**src/rtl/pipeline_hazard_ctrl_if.sv**
```systemverilog
`default_nettype none
// ============================================================================
// Module      : pipeline_hazard_ctrl_if
// Description : Hazard inputs and pipeline-register control bundle.
// Revision    : 1.0 - initial release
// ============================================================================
interface pipeline_hazard_ctrl_if #(
    parameter int REG_W = 4,
    parameter int CNT_W = 16
);
    logic [REG_W-1:0] id_rs1;
    logic [REG_W-1:0] id_rs2;
    logic             id_rs1_used;
    logic             id_rs2_used;
    logic [REG_W-1:0] ex_rd;
    logic             ex_memread;
    logic             ex_branch_taken;
    logic             mem_req;
    logic             mem_ready;

    logic             pc_en;
    logic             ifid_en;
    logic             idex_en;
    logic             exmem_en;
    logic             memwb_en;
    logic             ifid_flush;
    logic             idex_flush;
    logic             exmem_flush;
    logic             memwb_flush;
    logic             mem_timeout;
    logic [CNT_W-1:0] stall_count;
    logic [CNT_W-1:0] flush_count;

    modport master (
        input  id_rs1, id_rs2, id_rs1_used, id_rs2_used, ex_rd, ex_memread,
               ex_branch_taken, mem_req, mem_ready,
        output pc_en, ifid_en, idex_en, exmem_en, memwb_en,
               ifid_flush, idex_flush, exmem_flush, memwb_flush,
               mem_timeout, stall_count, flush_count
    );

    modport slave (
        output id_rs1, id_rs2, id_rs1_used, id_rs2_used, ex_rd, ex_memread,
               ex_branch_taken, mem_req, mem_ready,
        input  pc_en, ifid_en, idex_en, exmem_en, memwb_en,
               ifid_flush, idex_flush, exmem_flush, memwb_flush,
               mem_timeout, stall_count, flush_count
    );
endinterface
`default_nettype wire

```
**src/rtl/pipeline_hazard_ctrl.sv**
```systemverilog
`default_nettype none
// ============================================================================
// Module      : pipeline_hazard_ctrl
// Description : Stall/flush controller for the five-stage pipeline registers.
// Revision    : 1.0 - initial release
// ============================================================================
module pipeline_hazard_ctrl #(
    parameter int REG_W        = 4,
    parameter int MAX_MEM_WAIT = 15,
    parameter int CNT_W        = 16
) (
    input  wire                    clk,
    input  wire                    reset,
    pipeline_hazard_ctrl_if.master bus
);

    localparam int WAIT_W = (MAX_MEM_WAIT < 2) ? 1 : $clog2(MAX_MEM_WAIT + 1);
    localparam logic [WAIT_W-1:0] c_wait_last = WAIT_W'(MAX_MEM_WAIT - 1);
    localparam logic [WAIT_W-1:0] c_wait_one  = WAIT_W'(1);
    localparam logic [CNT_W-1:0]  c_cnt_one   = CNT_W'(1);

    typedef enum logic [1:0] {
        ST_RUN     = 2'd0,
        ST_MEMWAIT = 2'd1,
        ST_ERROR   = 2'd2
    } state_t;

    state_t            r_state;
    state_t            w_state_nxt;
    logic [WAIT_W-1:0] r_wait;
    logic [WAIT_W-1:0] w_wait_nxt;
    logic [CNT_W-1:0]  r_stall_cnt;
    logic [CNT_W-1:0]  r_flush_cnt;

    logic w_load_use;
    logic w_mem_stall;
    logic w_cnt_stall;
    logic w_cnt_flush;

    logic w_pc_en;
    logic w_ifid_en;
    logic w_idex_en;
    logic w_exmem_en;
    logic w_memwb_en;
    logic w_ifid_flush;
    logic w_idex_flush;
    logic w_exmem_flush;
    logic w_memwb_flush;
    logic w_timeout;

    assign w_load_use = bus.ex_memread &
                        ((bus.id_rs1_used & (bus.id_rs1 == bus.ex_rd)) |
                         (bus.id_rs2_used & (bus.id_rs2 == bus.ex_rd)));

    assign w_mem_stall = bus.mem_req & ~bus.mem_ready;

    always_ff @(posedge clk) begin
        if (reset) begin
            r_state <= ST_RUN;
            r_wait  <= '0;
        end else begin
            r_state <= w_state_nxt;
            r_wait  <= w_wait_nxt;
        end
    end

    always_comb begin
        w_state_nxt   = r_state;
        w_wait_nxt    = r_wait;
        w_cnt_stall   = 1'b0;
        w_cnt_flush   = 1'b0;
        w_pc_en       = 1'b1;
        w_ifid_en     = 1'b1;
        w_idex_en     = 1'b1;
        w_exmem_en    = 1'b1;
        w_memwb_en    = 1'b1;
        w_ifid_flush  = 1'b0;
        w_idex_flush  = 1'b0;
        w_exmem_flush = 1'b0;
        w_memwb_flush = 1'b0;
        w_timeout     = 1'b0;

        if (reset) begin
            w_state_nxt   = ST_RUN;
            w_wait_nxt    = '0;
            w_pc_en       = 1'b0;
            w_ifid_en     = 1'b0;
            w_idex_en     = 1'b0;
            w_exmem_en    = 1'b0;
            w_memwb_en    = 1'b0;
            w_ifid_flush  = 1'b1;
            w_idex_flush  = 1'b1;
            w_exmem_flush = 1'b1;
            w_memwb_flush = 1'b1;
        end else if (r_state == ST_ERROR) begin
            w_pc_en    = 1'b0;
            w_ifid_en  = 1'b0;
            w_idex_en  = 1'b0;
            w_exmem_en = 1'b0;
            w_memwb_en = 1'b0;
            w_timeout  = 1'b1;
        end else if (w_mem_stall) begin
            // Front of the pipe freezes; WB receives a bubble.
            w_pc_en       = 1'b0;
            w_ifid_en     = 1'b0;
            w_idex_en     = 1'b0;
            w_exmem_en    = 1'b0;
            w_memwb_flush = 1'b1;
            w_cnt_stall   = 1'b1;
            w_wait_nxt    = r_wait + c_wait_one;
            w_state_nxt   = (r_wait == c_wait_last) ? ST_ERROR : ST_MEMWAIT;
        end else begin
            w_state_nxt = ST_RUN;
            w_wait_nxt  = '0;
            if (bus.ex_branch_taken) begin
                w_ifid_flush = 1'b1;
                w_idex_flush = 1'b1;
                w_cnt_flush  = 1'b1;
            end else if (w_load_use) begin
                // One bubble suffices: the load leaves EX next cycle.
                w_pc_en      = 1'b0;
                w_ifid_en    = 1'b0;
                w_idex_flush = 1'b1;
                w_cnt_stall  = 1'b1;
            end
        end
    end

    always_ff @(posedge clk) begin
        if (reset) begin
            r_stall_cnt <= '0;
            r_flush_cnt <= '0;
        end else begin
            if (w_cnt_stall && (r_stall_cnt != '1)) begin
                r_stall_cnt <= r_stall_cnt + c_cnt_one;
            end
            if (w_cnt_flush && (r_flush_cnt != '1)) begin
                r_flush_cnt <= r_flush_cnt + c_cnt_one;
            end
        end
    end

    assign bus.pc_en       = w_pc_en;
    assign bus.ifid_en     = w_ifid_en;
    assign bus.idex_en     = w_idex_en;
    assign bus.exmem_en    = w_exmem_en;
    assign bus.memwb_en    = w_memwb_en;
    assign bus.ifid_flush  = w_ifid_flush;
    assign bus.idex_flush  = w_idex_flush;
    assign bus.exmem_flush = w_exmem_flush;
    assign bus.memwb_flush = w_memwb_flush;
    assign bus.mem_timeout = w_timeout;
    assign bus.stall_count = r_stall_cnt;
    assign bus.flush_count = r_flush_cnt;

endmodule
`default_nettype wire

```
**src/flat_wrapper.sv**
```systemverilog
// flat-port wrapper written by rule: the top's interface ports become plain ports
module pipeline_hazard_ctrl_flat 
#(
    parameter int REG_W        = 4,
    parameter int MAX_MEM_WAIT = 15,
    parameter int CNT_W        = 16
)
  (clk, reset, bus_id_rs1, bus_id_rs2, bus_id_rs1_used, bus_id_rs2_used, bus_ex_rd, bus_ex_memread, bus_ex_branch_taken, bus_mem_req, bus_mem_ready, bus_pc_en, bus_ifid_en, bus_idex_en, bus_exmem_en, bus_memwb_en, bus_ifid_flush, bus_idex_flush, bus_exmem_flush, bus_memwb_flush, bus_mem_timeout, bus_stall_count, bus_flush_count);
  pipeline_hazard_ctrl_if #(.REG_W(REG_W), .CNT_W(CNT_W)) bus_i ();
  input  wire clk;
  input  wire reset;
  input wire logic [$bits(bus_i.id_rs1)-1:0] bus_id_rs1;
  input wire logic [$bits(bus_i.id_rs2)-1:0] bus_id_rs2;
  input wire logic [$bits(bus_i.id_rs1_used)-1:0] bus_id_rs1_used;
  input wire logic [$bits(bus_i.id_rs2_used)-1:0] bus_id_rs2_used;
  input wire logic [$bits(bus_i.ex_rd)-1:0] bus_ex_rd;
  input wire logic [$bits(bus_i.ex_memread)-1:0] bus_ex_memread;
  input wire logic [$bits(bus_i.ex_branch_taken)-1:0] bus_ex_branch_taken;
  input wire logic [$bits(bus_i.mem_req)-1:0] bus_mem_req;
  input wire logic [$bits(bus_i.mem_ready)-1:0] bus_mem_ready;
  output wire logic [$bits(bus_i.pc_en)-1:0] bus_pc_en;
  output wire logic [$bits(bus_i.ifid_en)-1:0] bus_ifid_en;
  output wire logic [$bits(bus_i.idex_en)-1:0] bus_idex_en;
  output wire logic [$bits(bus_i.exmem_en)-1:0] bus_exmem_en;
  output wire logic [$bits(bus_i.memwb_en)-1:0] bus_memwb_en;
  output wire logic [$bits(bus_i.ifid_flush)-1:0] bus_ifid_flush;
  output wire logic [$bits(bus_i.idex_flush)-1:0] bus_idex_flush;
  output wire logic [$bits(bus_i.exmem_flush)-1:0] bus_exmem_flush;
  output wire logic [$bits(bus_i.memwb_flush)-1:0] bus_memwb_flush;
  output wire logic [$bits(bus_i.mem_timeout)-1:0] bus_mem_timeout;
  output wire logic [$bits(bus_i.stall_count)-1:0] bus_stall_count;
  output wire logic [$bits(bus_i.flush_count)-1:0] bus_flush_count;
  assign bus_i.id_rs1 = bus_id_rs1;
  assign bus_i.id_rs2 = bus_id_rs2;
  assign bus_i.id_rs1_used = bus_id_rs1_used;
  assign bus_i.id_rs2_used = bus_id_rs2_used;
  assign bus_i.ex_rd = bus_ex_rd;
  assign bus_i.ex_memread = bus_ex_memread;
  assign bus_i.ex_branch_taken = bus_ex_branch_taken;
  assign bus_i.mem_req = bus_mem_req;
  assign bus_i.mem_ready = bus_mem_ready;
  assign bus_pc_en = bus_i.pc_en;
  assign bus_ifid_en = bus_i.ifid_en;
  assign bus_idex_en = bus_i.idex_en;
  assign bus_exmem_en = bus_i.exmem_en;
  assign bus_memwb_en = bus_i.memwb_en;
  assign bus_ifid_flush = bus_i.ifid_flush;
  assign bus_idex_flush = bus_i.idex_flush;
  assign bus_exmem_flush = bus_i.exmem_flush;
  assign bus_memwb_flush = bus_i.memwb_flush;
  assign bus_mem_timeout = bus_i.mem_timeout;
  assign bus_stall_count = bus_i.stall_count;
  assign bus_flush_count = bus_i.flush_count;
  pipeline_hazard_ctrl #(.REG_W(REG_W), .MAX_MEM_WAIT(MAX_MEM_WAIT), .CNT_W(CNT_W)) u_core (.clk(clk), .reset(reset), .bus(bus_i));
endmodule
```
**config.mk**
```make
export PLATFORM = sky130hd
export DESIGN_NAME = pipeline_hazard_ctrl_flat
export DESIGN_NICKNAME = d
export VERILOG_FILES = /design/src/rtl/pipeline_hazard_ctrl_if.sv /design/src/rtl/pipeline_hazard_ctrl.sv /design/src/flat_wrapper.sv
export SDC_FILE = /design/constraint.sdc
export NUM_CORES = 1
export LEC_CHECK = 0
export CORE_ASPECT_RATIO = 0.6
export CORE_UTILIZATION = 42
export DETAILED_ROUTE_END_ITERATION = 7
export PLACE_DENSITY = 0.76
export SYNTH_ARGS = -nofsm -noshare
export SYNTH_HDL_FRONTEND = slang
export SYNTH_SLANG_ARGS = --single-unit
```
**constraint.sdc**
```tcl
create_clock -name clk -period 1.8 [get_ports clk]
set_input_delay 0.27 -clock clk [delete_from_list [all_inputs] [get_ports clk]]
set_output_delay 0.27 -clock clk [all_outputs]
set_load 0.02 [all_outputs]
```
==> results by group <==
Yosys
  • Cell count after synthesis: 241
  • Cell area after synthesis: 2040 sq um
  • Yosys synthesis warning count: 0
  • Flip-flop and latch count after synthesis: 38
  • Number of distinct library cell variants in the gate-level netlist after synthesis: 44
  • Sequential share of the synthesized area: 0.373
  • Total nets after synthesis: 265
  • Async SR Flop Fraction: 0
  • Number of enable flip-flop cells after synthesis: 0
  • Synth Area per Inst: 8.45 sq um
  • Prevailing post-synth register cell: dfxtp_1

Layout
  • Count of nets after finishing: 377
  • Number of fillers in the final layout: 352
  • Ant. Diodes: 0
  • Area of combinational cells with multiple inputs: 1360 sq um
  • Growth of design area from synthesis to finish: 62.6%
  • Most common cell after layout, fill and taps aside: buf_4
  • Most frequent cells in the layout: buf_4, clkdlybuf4s50_1, dfxtp_1
  • Storage element area: 768 sq um
  • Final standard cell utilization of the core: 0.718
  • Fraction of final layout cells sized beyond drive strength 1: 0.316

Setup path
  • Slowest CP cell: clkdlybuf4s50_1
  • Buffer and inverter count on the worst path: 3
  • Maximum fanout encountered on the critical timing path: 4
  • Data arrival time of the worst path: 1.50 ns
  • Type of origin of the critical path: input port
  • Cells traversed along the worst timing path: clkdlybuf4s50_1 -> nand3_2 -> o22ai_4 -> buf_4 -> nor3_2 -> buf_2
  • Crit path kind: input port to primary output
  • Cell family with the largest share of critical-path delay: buffers and inverters
  • Maximum cell stage delay along the critical path: 0.49 ns
  • Kind of end point of the critical path: primary output
  • CP Data Required Time: 1.53 ns

CTS
  • CTS root buffer: clkbuf_8
  • Number of hold buffers added after CTS: 0
  • Number of sinks driven by the clock tree: 38
  • Total CTS buffers: 5
  • CTS tree: yes
  • Number of H-tree levels: 2
  • Clock Pin Slew Worst Setup and Hold Paths: 0.08 ns
  • Worst-Skew Late Latency: 0.30 ns
  • Bufs on Longest Clock Path: 2

Power
  • Share of total power in sequential cells: 0.497
  • Switching Power: 0.449 mW
  • Part of the power in combinational logic: 0.139
  • Max VDD drop: 0.000325 V
  • Switching share of total power: 0.261
  • Clock network power share: 0.364
  • Internal Pwr Total: 1.27 mW
  • Power per standard cell area: 519 nW/um^2
  • Static leakage: 1.28 nW

STA
  • Setup violation total in the final timing report: 0
  • Achievable frequency: 566 MHz
  • Unrepaired setup endpoints after global routing: yes
  • Worst Tran Pin Value: 0.359 ns
  • Worst max-slew margin expressed relative to the limit: 0.760
  • Hold Violations, Final: 0
  • Pins Over Slew Limit: 0
  • Worst setup skew after layout: 0.0112 ns
  • Final period util: 0.981
  • Minimum period implied by the final worst setup slack: 1.77 ns
  • Total negative setup slack: 0 ns

Worst hold path
  • Hold Crit Class: input port to flop

Route
  • Pre-Repair DR Iteration Count: 4
  • Violation count after the first detailed-route iteration: 105
  • Routed via count: 2162
  • Via-to-Cell Ratio: 5.18
  • Wire length per cell after detailed routing: 14.1 um
  • Residual DRC: 0
  • Routed Wire Length: 5.87 mm
  • Routed Antenna Nets: 0

Placement
  • RePlAce Congestion: 0.778
  • Quantity of I/O buffers inserted on ports: 61
  • Half-perimeter wire length of the detailed placement result: 4.08 mm

Global routing
  • Antenna violations before repair: 0
  • Largest net degree at the start of global routing: 28
  • Total routing usage reported by global routing: 0.229
  • Residual overflow from global routing: 0
  • Vias in the first global route: 2064
  • Global-route wire length before repair: 9.34 mm

Run
  • Max_cap viols: 0

Die
  • Height of the die: 55.9 um
  • Initial Utilization: 0.442
  • Number of I/O pins: 62
  • Num rows: 19
  • Floorplan core area: 4610 sq um
  • Die Wd: 91.9 um
  • Die area: 5140 sq um

Status
  • Result of the run: finished, final reports clean
metal layers:
metal	global-route usage	vias to the layer above	share of wire
met4	0.0737	0	0.015
met5	0	-	0
met2	0.364	66	0.44
met3	0.0546	12	0.070
li1	-	1078	-
met1	0.308	1006	0.47
registers in the layout, indices dropped and copies added, names as in the netlist:
register,count
u_core.bus.flush_count,16
u_core.bus.stall_count,16
u_core.r_state,2
u_core.r_wait,4
Yosys cell counts, drive strengths merged, types with 2 or more instances:
master / n / share of area
ha: 4 / 0.025
nor2: 31 / 0.057
xnor2: 11 / 0.047
dfxtp: 38 / 0.37
buf: 7 / 0.025
nand3: 17 / 0.044
and4: 3 / 0.013
or3: 8 / 0.025
nand2b: 5 / 0.019
inv: 4 / 0.0074
clkbuf: 4 / 0.0074
o21ai: 13 / 0.037
nor3: 5 / 0.012
o22ai: 2 / 0.013
or4: 2 / 0.0074
o31ai: 4 / 0.015
a21oi: 17 / 0.042
nor4: 2 / 0.021
xor2: 13 / 0.056
nand2: 19 / 0.035
mux2i: 3 / 0.015
nand4: 10 / 0.031
nor2b: 6 / 0.018
power groups by stage:
stage	clock, mW	sequential (mW)	combinational, mW
floorplan	0	0.878	0.109
global placement	0	0.870	0.229
detailed placement	0	0.871	0.233
CTS	0.632	0.852	0.229
global route	0.685	0.855	0.257
finish	0.627	0.854	0.239
kinds of logic (layout without fill, tap and decap cells):
group | Yosys count | in the layout | share of synthesized area
AND/OR/NAND/NOR | 112 | 112 | 0.300
AO/OA/AOI/OAI | 43 | 43 | 0.138
flip-flops | 38 | 38 | 0.373
XOR/XNOR | 24 | 24 | 0.103
buffers and inverters | 16 | 129 | 0.0411
adder cells (fa/ha/maj) | 4 | 4 | 0.0246
multiplexers | 4 | 4 | 0.0203
final timing paths:
path | start | end | slack, ns | cells past startpoint
setup / recovery | bus_id_rs2_used | bus_pc_en | 0.03 | 6
hold / removal | reset | u_core.bus.flush_count[3] | 0.48 | 3
setup reg to reg | u_core.bus.flush_count[0] | u_core.bus.flush_count[8] | 0.06 | 8
hold reg to reg | u_core.r_wait[3] | u_core.r_state[0] | 0.51 | 1
worst min-delay path, delay by kind of cell:
kind | cells | cell delay (ns)
and+or+nand+nor | 1 | 0.09
buffers and inverters | 2 | 0.37
metrics by stage:
step | setup slack (ns) | hold WS, ns | std cells | total power, mW | area [sq um]
after floorplan | 0.00201 | 0.461 | 241 | 0.987 | 2040
after global placement | -0.531 | 0.482 | 402 | 1.10 | 3020
after detailed placement | -0.578 | 0.499 | 402 | 1.10 | 3020
after CTS | 0.00139 | 0.509 | 413 | 1.71 | 3210
after global routing | -0.0642 | 0.490 | 417 | 1.80 | 3310
final | 0.0338 | 0.481 | 417 | 1.72 | 3310
layout make-up:
type / count / area share
clock buffer: 6 / 0.0249
multi-input combinational: 187 / 0.412
sequential: 38 / 0.232
clock inverter: 2 / 0.00378
timing repair buffer: 116 / 0.297
inverter: 5 / 0.00642
tap: 63 / 0.0238
repair_timing:
item / CTS / global route
pin swaps: 16 / 16
cloned: 0 / 0
buffers inserted: 3 / 4
endpoints found under the setup margin: 23 / 25
resized for setup: 58 / 36
Note: power is estimated with default switching activity, not from simulation.
